### src/rtl/serial_sync_tx_if.sv
// serial_sync_tx_if: load/ready word handshake plus serial line outputs of the sync-pattern transmitter
interface serial_sync_tx_if #(
  parameter int DATA_W = 8
);
  logic [DATA_W-1:0] data_in;
  logic              load;
  logic              ready;
  logic              str_out;
  logic              busy;
  logic              frame_done;
  modport master (output data_in, load, input ready, str_out, busy, frame_done);
  modport slave  (input data_in, load, output ready, str_out, busy, frame_done);
endinterface

### src/rtl/serial_sync_tx.sv
// serial_sync_tx: frames a word as sync pattern, data MSB first, optional even parity (PARITY_EN), one gap bit
module serial_sync_tx #(
  parameter int                  DATA_W   = 8,
  parameter int                  SYNC_LEN = 3,
  parameter logic [SYNC_LEN-1:0] SYNC_PAT = 3'b110,
  parameter logic                IDLE_BIT = 1'b0
) (
  input  logic             clk,
  input  logic             rst,
  serial_sync_tx_if.slave  bus
);
  localparam int MAXL = (SYNC_LEN > DATA_W) ? SYNC_LEN : DATA_W;
  localparam int CW   = $clog2(MAXL) + 1;
  typedef enum logic [2:0] {
    IDLE,
    SYNC,
    DATA,
`ifdef PARITY_EN
    PARITY,
`endif
    GAP
  } state_e;
  state_e              state_q, state_d;
  logic [CW-1:0]       cnt_q, cnt_d;
  logic [DATA_W-1:0]   sh_q, sh_d;
  logic [SYNC_LEN-1:0] pat_q, pat_d;
  logic                str_q, str_d;
  logic                fd_q, fd_d;
  logic                accept, sync_last, data_last;
`ifdef PARITY_EN
  logic                par_q, par_d;
`endif
  assign accept    = bus.load & bus.ready;
  assign sync_last = cnt_q == CW'(SYNC_LEN - 1);
  assign data_last = cnt_q == CW'(DATA_W - 1);
  always_ff @(posedge clk or posedge rst) begin
    if (rst) begin
      state_q <= IDLE;
      cnt_q   <= '0;
      sh_q    <= '0;
      pat_q   <= '0;
      str_q   <= IDLE_BIT;
      fd_q    <= 1'b0;
`ifdef PARITY_EN
      par_q   <= 1'b0;
`endif
    end else begin
      state_q <= state_d;
      cnt_q   <= cnt_d;
      sh_q    <= sh_d;
      pat_q   <= pat_d;
      str_q   <= str_d;
      fd_q    <= fd_d;
`ifdef PARITY_EN
      par_q   <= par_d;
`endif
    end
  end
  always_comb begin
    state_d = state_q;
    case (state_q)
      IDLE:    state_d = accept ? SYNC : IDLE;
      SYNC:    state_d = sync_last ? DATA : SYNC;
`ifdef PARITY_EN
      DATA:    state_d = data_last ? PARITY : DATA;
      PARITY:  state_d = GAP;
`else
      DATA:    state_d = data_last ? GAP : DATA;
`endif
      GAP:     state_d = IDLE;
      default: state_d = IDLE;
    endcase
  end
  // registered line: each _d value is the bit that the next state puts on str_out
  always_comb begin
    cnt_d = (state_d == state_q && state_q != IDLE) ? cnt_q + 1'b1 : '0;
    sh_d  = accept ? bus.data_in : (state_d == DATA ? sh_q << 1 : sh_q);
    pat_d = accept ? SYNC_PAT << 1 : (state_d == SYNC ? pat_q << 1 : pat_q);
`ifdef PARITY_EN
    par_d = accept ? ^bus.data_in : par_q;
    fd_d  = state_d == PARITY;
    str_d = accept             ? SYNC_PAT[SYNC_LEN-1] :
            state_d == SYNC    ? pat_q[SYNC_LEN-1] :
            state_d == DATA    ? sh_q[DATA_W-1] :
            state_d == PARITY  ? par_q : IDLE_BIT;
`else
    fd_d  = state_d == DATA && cnt_d == CW'(DATA_W - 1);
    str_d = accept             ? SYNC_PAT[SYNC_LEN-1] :
            state_d == SYNC    ? pat_q[SYNC_LEN-1] :
            state_d == DATA    ? sh_q[DATA_W-1] : IDLE_BIT;
`endif
  end
  always_comb begin
    bus.ready      = state_q == IDLE;
    bus.busy       = state_q != IDLE;
    bus.str_out    = str_q;
    bus.frame_done = fd_q;
  end
endmodule
### src/flat_wrapper.sv
// flat-port wrapper written by rule: the top's interface ports become plain ports
module serial_sync_tx_flat 
#(
  parameter int                  DATA_W   = 8,
  parameter int                  SYNC_LEN = 3,
  parameter logic [SYNC_LEN-1:0] SYNC_PAT = 3'b110,
  parameter logic                IDLE_BIT = 1'b0
)
  (clk, rst, bus_data_in, bus_load, bus_ready, bus_str_out, bus_busy, bus_frame_done);
  serial_sync_tx_if #(.DATA_W(DATA_W)) bus_i ();
  input  logic clk;
  input  logic rst;
  input wire logic [$bits(bus_i.data_in)-1:0] bus_data_in;
  input wire logic [$bits(bus_i.load)-1:0] bus_load;
  output wire logic [$bits(bus_i.ready)-1:0] bus_ready;
  output wire logic [$bits(bus_i.str_out)-1:0] bus_str_out;
  output wire logic [$bits(bus_i.busy)-1:0] bus_busy;
  output wire logic [$bits(bus_i.frame_done)-1:0] bus_frame_done;
  assign bus_i.data_in = bus_data_in;
  assign bus_i.load = bus_load;
  assign bus_ready = bus_i.ready;
  assign bus_str_out = bus_i.str_out;
  assign bus_busy = bus_i.busy;
  assign bus_frame_done = bus_i.frame_done;
  serial_sync_tx #(.DATA_W(DATA_W), .SYNC_LEN(SYNC_LEN), .SYNC_PAT(SYNC_PAT), .IDLE_BIT(IDLE_BIT)) u_core (.clk(clk), .rst(rst), .bus(bus_i));
endmodule
### config.mk
export PLATFORM = sky130hd
export DESIGN_NAME = serial_sync_tx_flat
export DESIGN_NICKNAME = d
export VERILOG_FILES = /design/src/rtl/serial_sync_tx_if.sv /design/src/rtl/serial_sync_tx.sv /design/src/flat_wrapper.sv
export SDC_FILE = /design/constraint.sdc
export NUM_CORES = 1
export LEC_CHECK = 0
export CAP_MARGIN = 20
export CELL_PAD_IN_SITES_DETAIL_PLACEMENT = 2
export CELL_PAD_IN_SITES_GLOBAL_PLACEMENT = 2
export CORE_UTILIZATION = 36
export DETAILED_ROUTE_END_ITERATION = 16
export PLACE_DENSITY_LB_ADDON = 0.3
export SLEW_MARGIN = 20
export SYNTH_ARGS = -nofsm -noshare
export SYNTH_HDL_FRONTEND = slang
export SYNTH_SLANG_ARGS = --single-unit
### constraint.sdc
create_clock -name clk -period 4.8 [get_ports clk]
set_clock_uncertainty 0.1 [all_clocks]
set_input_delay 0.48 -clock clk [delete_from_list [all_inputs] [get_ports clk]]
set_output_delay 0.48 -clock clk [all_outputs]
set_load 0.02 [all_outputs]
==> flow_metrics.py <==
metrics = {
    "synth": {
        "synth_top_area_cell": "dfrtp_1",
        "syn_nets": 86,
        "yosys_register_bits": 17,
        "ys_types": 27,
        "yosys-top-cells-area": "dfrtp_1 49%, a221o_1 9.2%, and2_1 5.1%, ha_1 2.9%, nor4bb_4 2.9%",
        "ys_warn_count": 0,
        "yosys.area.top_type_share": 0.491,
        "synthCells": 73,
        "synth_area_um2": 866,
        "syn_avg_cell_area_um2": 11.9,
        "yosysSeqAreaShare": 0.491,
    },
    "power_and_ir_drop": {
        "switching_share": 0.358,
        "p_int_mw": 0.360,
        "cellLeakagePower_nw": 0.490,
        "seqPwrFrac": 0.440,
        "clock_power_share": 0.136,
        "vdd_drop_max_uv": 253,
        "p_per_area_nw_per_um2": 538,
        "power_frac_comb": 0.424,
        "power_mw": 0.561,
        "p_sw_mw": 0.201,
    },
    "clock_tree": {
        "cts_buffers": 3,
        "h-tree-depth": 1,
        "insertion_delay_ns": 0.28,
        "cts_buffer_depth": 2,
        "cts_tree": "done",
        "cts.sinks": 17,
        "root_buffer": "clkbuf_4",
        "postCtsResizedCells": 0,
        "post_cts_buffers": 0,
        "hold_buffers": 0,
        "clk_pin_slew_ns": 0.10,
    },
    "global_routing": {
        "grt_pass1_vias": 618,
        "grt_pass1_wl_um": 2970,
        "grt.overflow.total": 0,
        "track_usage": 0.155,
        "grt_max_degree": 18,
        "antenna_found_initial": 0,
    },
    "sta": {
        "fmax_ghz": 0.457,
        "setup_violations": 0,
        "setup_tns_ns": 0,
        "rsz0062_at_grt": "no",
        "hold_viol_final": 0,
        "whs_ns": 0.393,
        "slew_headroom": 0.555,
        "worst_pin_slew_ns": 0.666,
        "period_needed_ns": 2.19,
        "final.period_utilization": 0.456,
        "drv_slew": 0,
    },
    "floorplanning": {
        "die_w_um": 51.0,
        "ios": 15,
        "die_h_um": 51.0,
        "dieArea_um2": 2610,
        "std_cell_rows": 17,
        "core_area_um2": 2230,
        "start_util": 0.388,
    },
    "detailed_routing": {
        "drc": 0,
        "routed_wl_um": 1710,
        "antenna_left": 0,
        "drt-wirelength-per-cell_um": 14.8,
        "drt_pre_antenna_iters": 2,
        "vias": 623,
        "via_per_inst": 5.37,
        "drt_iter0_drc": 7,
    },
    "finish": {
        "diodes": 0,
        "final_layout_size_suffix_gt1_frac": 0.0795,
        "layout_common_cells": "17 x dfrtp_1, 14 x clkdlybuf4s50_1, 8 x a221o_1, 7 x and2_1, 5 x nor2_1",
        "area_delta_synth_final_pct": 20.4,
        "final_nets": 102,
        "fin_cells": 116,
        "final_common_cell": "dfrtp_1",
    },
    "setup_path": {
        "critical_path_arrival_ns": 1.61,
        "cp-end-kind": "output port",
        "startpoint_type": "register",
        "path_class": "register to output port",
        "worstPathRequired_ns": 4.22,
        "crit_fanout": 10,
    },
    "place": {
        "portBuffers": 14,
        "place_inst": 112,
        "gp_congestion": 0.696,
        "hpwl_um": 1310,
    },
    "run": {
        "maxCapViolCount": 0,
    },
    "status": {
        "status": "completed",
    },
    "min_path": {
        "hold_path_class": "register to register",
    },
}
-- Yosys cell counts --
cell type	instances
a22o_1	1
a2bb2oi_1	1
nand3b_4	1
buf_6	2
and2_1	7
buf_2	2
nor4bb_4	1
nor3b_1	2
nand3_1	1
dfrtp_1	17
o21ai_0	1
ha_1	2
a211oi_1	1
nor3_1	2
nand2b_1	3
nor2b_1	2
nor4b_1	1
o2bb2ai_1	1
xor2_1	1
a21o_1	2
or3_1	1
a221oi_2	1
inv_1	4
a221o_1	8
a211o_1	1
nor2_1	5
xnor2_1	2
-- per-layer routing --
layer,vias to the layer above,routed length (um),GRT usage
li1,295,-,-
met1,317,863,0.224
met2,9,791,0.243
met3,2,45,0.0179
met4,0,13,0.0417
met5,-,0,0
-- per-stage QoR --
step | setup WS [ns] | utilization | instance area (um2)
after floorplan | 3.10 | - | 866
after global placement | 2.74 | 0.455 | 1020
after detailed placement | 2.70 | 0.455 | 1020
after CTS | 2.59 | 0.467 | 1040
after global routing | 2.51 | 0.467 | 1040
final | 2.61 | 0.467 | 1040
-- area by class of cell --
| class | count | area [um2] |
|---|---|---|
| clock buffers | 4 | 26.3 |
| fillers | 237 | 1190 |
| multi-input cells | 48 | 393 |
| flip-flops and latches | 17 | 425 |
| repair buffers | 15 | 148 |
| well taps | 28 | 35.0 |
| inverters | 4 | 15.0 |
-- critical path, stage by stage, from the launching register on --
cell	delay (ns)
dfrtp_1	0.56
nor2_1	0.11
inv_1	0.06
clkdlybuf4s50_1	0.59
-- power by group through the flow --
stage                     combinational [mW]  clock (mW)  sequential, mW
after floorplan                        0.199           0           0.231
after global routing                   0.267      0.0837           0.256
final                                  0.238      0.0762           0.247
after CTS                              0.242      0.0770           0.247
after detailed placement               0.241           0           0.250
after global placement                 0.233           0           0.248
-- path summary, 6_finish.rpt --
check,start,endpoint,slack (ns),cells after the start
max in group asynchronous,rst,u_core.cnt_q[0]$_DFF_PP0_,3.69,2
min in group asynchronous,rst,u_core.sh_q[7]$_DFFE_PP0P_,0.48,2
hold reg to reg,u_core.pat_q[2]$_DFFE_PP0P_,u_core.pat_q[2]$_DFFE_PP0P_,0.39,1
setup / recovery,u_core.state_q[1]$_DFF_PP0_,bus_busy,2.61,3
hold / removal,u_core.pat_q[2]$_DFFE_PP0P_,u_core.pat_q[2]$_DFFE_PP0P_,0.39,1
setup reg to reg,u_core.cnt_q[0]$_DFF_PP0_,u_core.sh_q[1]$_DFFE_PP0P_,2.96,5
-- sequential cells by signal (all words and copies together) (netlist names) --
signal                 count
u_core.state_q             2
u_core.cnt_q               4
u_core.bus.frame_done      1
u_core.pat_q               1
u_core.sh_q                8
u_core.bus.str_out         1
-- logic make-up after synthesis --
family,share of synthesized area
adder cells (fa/ha/maj),0.0289
flip-flops,0.491
AO/OA/AOI/OAI,0.182
XOR/XNOR,0.0304
AND/OR/NAND/NOR,0.212
buffers and inverters,0.0549
Power figures use the tool's default switching activity.
==> patch 1 (same settings) <==
`SYNC_LEN` is set to 3 in 2 places; all go to 5.
--- a/src/rtl/serial_sync_tx.sv
+++ b/src/rtl/serial_sync_tx.sv
@@ -2,5 +2,5 @@
 module serial_sync_tx #(
   parameter int                  DATA_W   = 8,
-  parameter int                  SYNC_LEN = 3,
+  parameter int                  SYNC_LEN = 5,
   parameter logic [SYNC_LEN-1:0] SYNC_PAT = 3'b110,
   parameter logic                IDLE_BIT = 1'b0
--- a/src/flat_wrapper.sv
+++ b/src/flat_wrapper.sv
@@ -3,5 +3,5 @@
 #(
   parameter int                  DATA_W   = 8,
-  parameter int                  SYNC_LEN = 3,
+  parameter int                  SYNC_LEN = 5,
   parameter logic [SYNC_LEN-1:0] SYNC_PAT = 3'b110,
   parameter logic                IDLE_BIT = 1'b0
Check against the original RTL: not equivalent (a bounded check fails within 4 cycles, from zero or initial values and one cycle with rst high).
==> patch 1 against the unedited design <==
Synthesized cell count increased by 30%. Area after synthesis up 11%. Routed wire length is 34% higher. Sequential cell count grew 2. Clock power is 10% higher. Power up 14%. Design area up 10%. Setup slack got worse by 0.12 ns. Largest cell class unchanged.
==> patch 1: results (changes against the unedited design) <==
met3 routed WL=58 µm (was 45 µm); Largest regs=u_core.sh_q: 8 flops, u_core.cnt_q: 4 flops, u_core.pat_q: 3 flops (was u_core.sh_q: 8 flops, u_core.cnt_q: 4 flops, u_core.state_q: 2 flops); met2 Usage GRT=32.1% (was 24.3%); WL met1=996 µm (was 863 µm); hold_sp=u_core.cnt_q[0]$_DFF_PP0_ (was u_core.pat_q[2]$_DFFE_PP0P_); first-pass GRT wire length=3880 µm (was 2970 µm); pre-CTS setup slack=2.84 ns (was 2.70 ns); First DRT Iteration DRCs=0 (was 7); Clk Latency, worst-skew pair=0.31 ns (was 0.28 ns); Syn Nets=108 (was 86); vias in the first global route=801 (was 618); ratio of cells with drive above 1 in the final layout=6.31% (was 7.95%); routed wl met2=1140 µm (was 791 µm); Setup violations, final=0 (unchanged); Max Buffers Root-to-Sink=2 (unchanged); Slew headroom=51.8% (was 55.5%); fillers=278 (was 237); overall routed net length=2290 µm (was 1710 µm); first-pass detailed-route iteration total=1 (was 2); met3 usage=3.67% (was 1.79%); via count=738 (was 623); status=complete, no violations (unchanged); GRT Overall Usage=19.7% (was 15.5%); Seq/Total Area, Yosys=49.5% (was 49.1%); Crit Reg-Reg Startpoint=u_core.cnt_q[0]$_DFF_PP0_ (unchanged); synth unique cells=25 (was 27); Commonest cells post-synth=dfrtp_1, nor2_1, a21oi_1, mux2i_1, inv_1 (was dfrtp_1, a221o_1, and2_1, nor2_1, inv_1); CTS Root Buffer Type=clkbuf_4 (unchanged); GRT met1 Usage=23.4% (was 22.4%); crit path from=u_core.state_q[0]$_DFF_PP0_ (was u_core.state_q[1]$_DFF_PP0_); worst-path fanout max=7 (was 10); detailed placement HPWL=1770 µm (was 1310 µm); largest cells by area after synthesis=dfrtp_1, mux2i_1, nor2_1 (was dfrtp_1, a221o_1, and2_1); Data arrival, critical path=1.73 ns (was 1.61 ns); routability cong.=0.710 (was 0.696); pin count of the biggest net entering global routing=20 (was 18)
patch 1: changes by cell type after synthesis, sizes merged, moves of 7 or more:
cell   unedited run  this run
a21oi             0        11
mux2i             0         8
and2              7         0
nor2              5        16
a221o             8         0
patch 1: cell type report:
cell class | instances | area share [%]
clock buffers | 4 | 2.28
inverters | 7 | 2.28
multi-input cells | 67 | 38.7
flip-flops and latches | 19 | 41.3
well taps | 30 | 3.26
repair buffers | 14 | 12.2
patch 1: cell families after synthesis:
| group | synth area share, % |
|---|---|
| compound gates | 15.0 |
| xor+xnor | 1.83 |
| fa+ha+maj | 2.61 |
| buf+inv | 4.04 |
| flops | 49.5 |
| mux | 8.34 |
| simple gates | 18.6 |
patch 1: path summary, 6_finish.rpt:
path	endpoint	slack [ns]	cells past startpoint
setup reg to reg	u_core.sh_q[2]$_DFFE_PP0P_	3.02	6
setup / recovery	bus_ready	2.49	2
hold / removal	u_core.bus.frame_done$_DFF_PP0_	0.44	1
hold reg to reg	u_core.bus.frame_done$_DFF_PP0_	0.44	1
max in group asynchronous	u_core.pat_q[4]$_DFFE_PP0P_	3.66	2
min in group asynchronous	u_core.cnt_q[0]$_DFF_PP0_	0.48	2
patch 1: power by group:
group | switching [W] | total, W | internal, W | leakage, nW
clock network | 0.0000517 | 0.0000842 | 0.0000325 | 0.0150
registers | 0.0000644 | 0.000291 | 0.000227 | 0.232
logic | 0.000138 | 0.000262 | 0.000123 | 0.261
patch 1: critical path: stages, from the launching register on:
cell and delay [ns]:
dfrtp_1 0.49, nor2_1 0.28, clkdlybuf4s50_1 0.66
patch 1: stage by stage:
| step | std cells | cell area [µm²] |
|---|---|---|
| finish | 141 | 1150 |
| global route | 141 | 1150 |
| CTS | 141 | 1150 |
| detailed placement | 137 | 1120 |
| global placement | 137 | 1120 |
| floorplan | 95 | 960 |
==> patch 2 (same settings) <==
Without the edit above. Reset style: synchronous (`rst`), changed in one clocked block.
--- a/src/rtl/serial_sync_tx.sv
+++ b/src/rtl/serial_sync_tx.sv
@@ -34,5 +34,5 @@
   assign sync_last = cnt_q == CW'(SYNC_LEN - 1);
   assign data_last = cnt_q == CW'(DATA_W - 1);
-  always_ff @(posedge clk or posedge rst) begin
+  always_ff @(posedge clk) begin
     if (rst) begin
       state_q <= IDLE;
Check against the original RTL: differs if rst is asserted again (counterexample within 4 cycles, from zero or initial values and one cycle with rst high); with rst held inactive, the same outputs for 10 cycles.
==> patch 2 against the unedited design <==
Fmax up 0.87%. Count of clock-buffer cells in the layout down 1. Synthesized cell count up 21%. Final cell count up 12%. Sequential cell count unchanged. Setup slack better by 0.019 ns. Critical path depth down 1. Routed wire length up 24%. Sequential share of layout area down 6.5 points. Design area down 4.8%. Area after synthesis down 6.4%. Critical endpoint is now bus_ready.
Power is not compared: it rests on default switching activity, and its combinational part moved more than twofold at a synthesized area within 25%.
==> patch 2: results (changes against the unedited design) <==
Post-Synthesis Cells=88 (was 73); Num CTS Buffers=3 (unchanged); Seq/Total Area, Yosys=42.0% (was 49.1%); hold_sp=u_core.sh_q[0]$_SDFFE_PP0P_ (was u_core.pat_q[2]$_DFFE_PP0P_); Max rail drop VDD=0.000168 V; pre-CTS setup slack=2.72 ns (was 2.70 ns); Final #Nets=117 (was 102); synth unique cells=30 (was 27); Worst Hold Depth=2 (was 1); overall routed net length=2120 µm (was 1710 µm); fillers=237 (unchanged); Largest register FFs=8 (unchanged); First DRT Iteration DRCs=4 (was 7); pin count of the biggest net entering global routing=18 (unchanged); vias per inst=5.28 (was 5.37); ratio of cells with drive above 1 in the final layout=14.6% (was 7.95%); first-pass detailed-route iteration total=4 (was 2); Max Buffers Root-to-Sink=2 (unchanged); vias in the first global route=754 (was 618); Buffers on Ports=14 (unchanged); Placed Area=965 µm² (was 0.00102 mm²); ys async rst share=0% (was 100%); Largest regs=u_core.sh_q: 8 flops, u_core.cnt_q: 4 flops, u_core.state_q: 2 flops (unchanged); Syn Nets=101 (was 86); leakage=0.374 nW; detailed placement HPWL=1600 µm (was 1310 µm); worst-path fanout max=6 (was 10); first-pass GRT wire length=3620 µm (was 2970 µm); Worst-path clk slew=0.10 ns (about the same); cell count after placement=126 (was 112); Commonest cells post-synth=nor2_1, dfxtp_1, a2111oi_2, a21oi_1, inv_1 (was dfrtp_1, a221o_1, and2_1, nor2_1, inv_1); Data arrival, critical path=1.59 ns (was 1.61 ns); ANT cells=0 (unchanged); reg2reg path depth=6 (was 5); crit path from=u_core.state_q[1]$_SDFF_PP0_ (was u_core.state_q[1]$_DFF_PP0_); Routed wire per std cell=16.3 µm (was 14.8 µm); CTS Root Buffer Type=clkbuf_4 (unchanged); Crit Reg-Reg Startpoint=u_core.cnt_q[0]$_SDFF_PP0_ (was u_core.cnt_q[0]$_DFF_PP0_); Worst Max-Slew Pin Slew=0.685 ns (was 0.666 ns); routability cong.=0.690 (was 0.696); GRT Overall Usage=20.1% (was 15.5%); initial antenna violation count=0 (unchanged); H-tree depth=1 (unchanged); largest cells by area after synthesis=dfxtp_1, a2111oi_2, nor2_1 (was dfrtp_1, a221o_1, and2_1); ys flop type=dfxtp_1 (was dfrtp_1); status=complete, no violations (unchanged)
[patch 2: cell types whose count changed in the layout (fill, tap and decap cells not counted), sizes merged, moves of 2 or more]
cell and delta:
dfxtp +17, a21oi +4, dfrtp -17, a21o -2, and2 -5, a2111oi +7
a22oi +2, nand2b -2, nor2 +22, a221o -8, nand2 +2
[patch 2: metal layers]
metal	track usage (%)	up-vias	wire (µm)
met5	0	-	0
met4	7.14	0	12
met3	3.70	2	43
met2	39.3	7	1180
met1	21.0	340	891
li1	-	338	-
[patch 2: cell families after synthesis]
kind of cell | count (synthesis) | synth area share, %
and+or+nand+nor | 43 | 25.5
AOI/OAI and AO/OA | 18 | 23.5
DFF | 17 | 42.0
buffers and inverters | 6 | 3.86
xor gates and xnor gates | 2 | 2.16
adders and majority gates | 2 | 3.09
[patch 2: layout make-up]
type	instances	area, µm²	area share, %
Clock buffer	3	22.5	2.27
Clock inverter	1	5.00	0.504
Inverter	3	11.3	1.13
Multi-Input combinational cell	65	439	44.3
Sequential cell	17	340	34.3
Tap cell	27	33.8	3.40
Timing Repair Buffer	14	140	14.1
[patch 2: critical path, stage by stage (launching register included)]
cell             delay [ns]
dfxtp_1                0.38
nor2_1                 0.26
clkdlybuf4s50_1        0.67
[patch 2: final timing paths]
check	endpoint	slack, ns
worst max-delay path	bus_ready	2.63
worst max register to register	u_core.sh_q[3]$_SDFFE_PP0P_	2.71
worst min register to register	u_core.sh_q[0]$_SDFFE_PP0P_	0.40
worst min-delay path	u_core.sh_q[0]$_SDFFE_PP0P_	0.40
[patch 2: power breakdown]
group | internal (W) | switching (W)
clock | 0.0000310 | 0.0000479
sequential | 0.000150 | 0.00000616
combinational | 0.0000254 | 0.0000261
total | 0.000207 | 0.0000801
[patch 2: per-stage QoR]
stage          util, %  power, W
2_1_floorplan        -  0.000190
3_3_place_gp      47.2  0.000208
3_5_place_dp      47.2  0.000211
4_1_cts           48.6  0.000291
5_1_grt           48.6  0.000300
6_report          48.6  0.000287
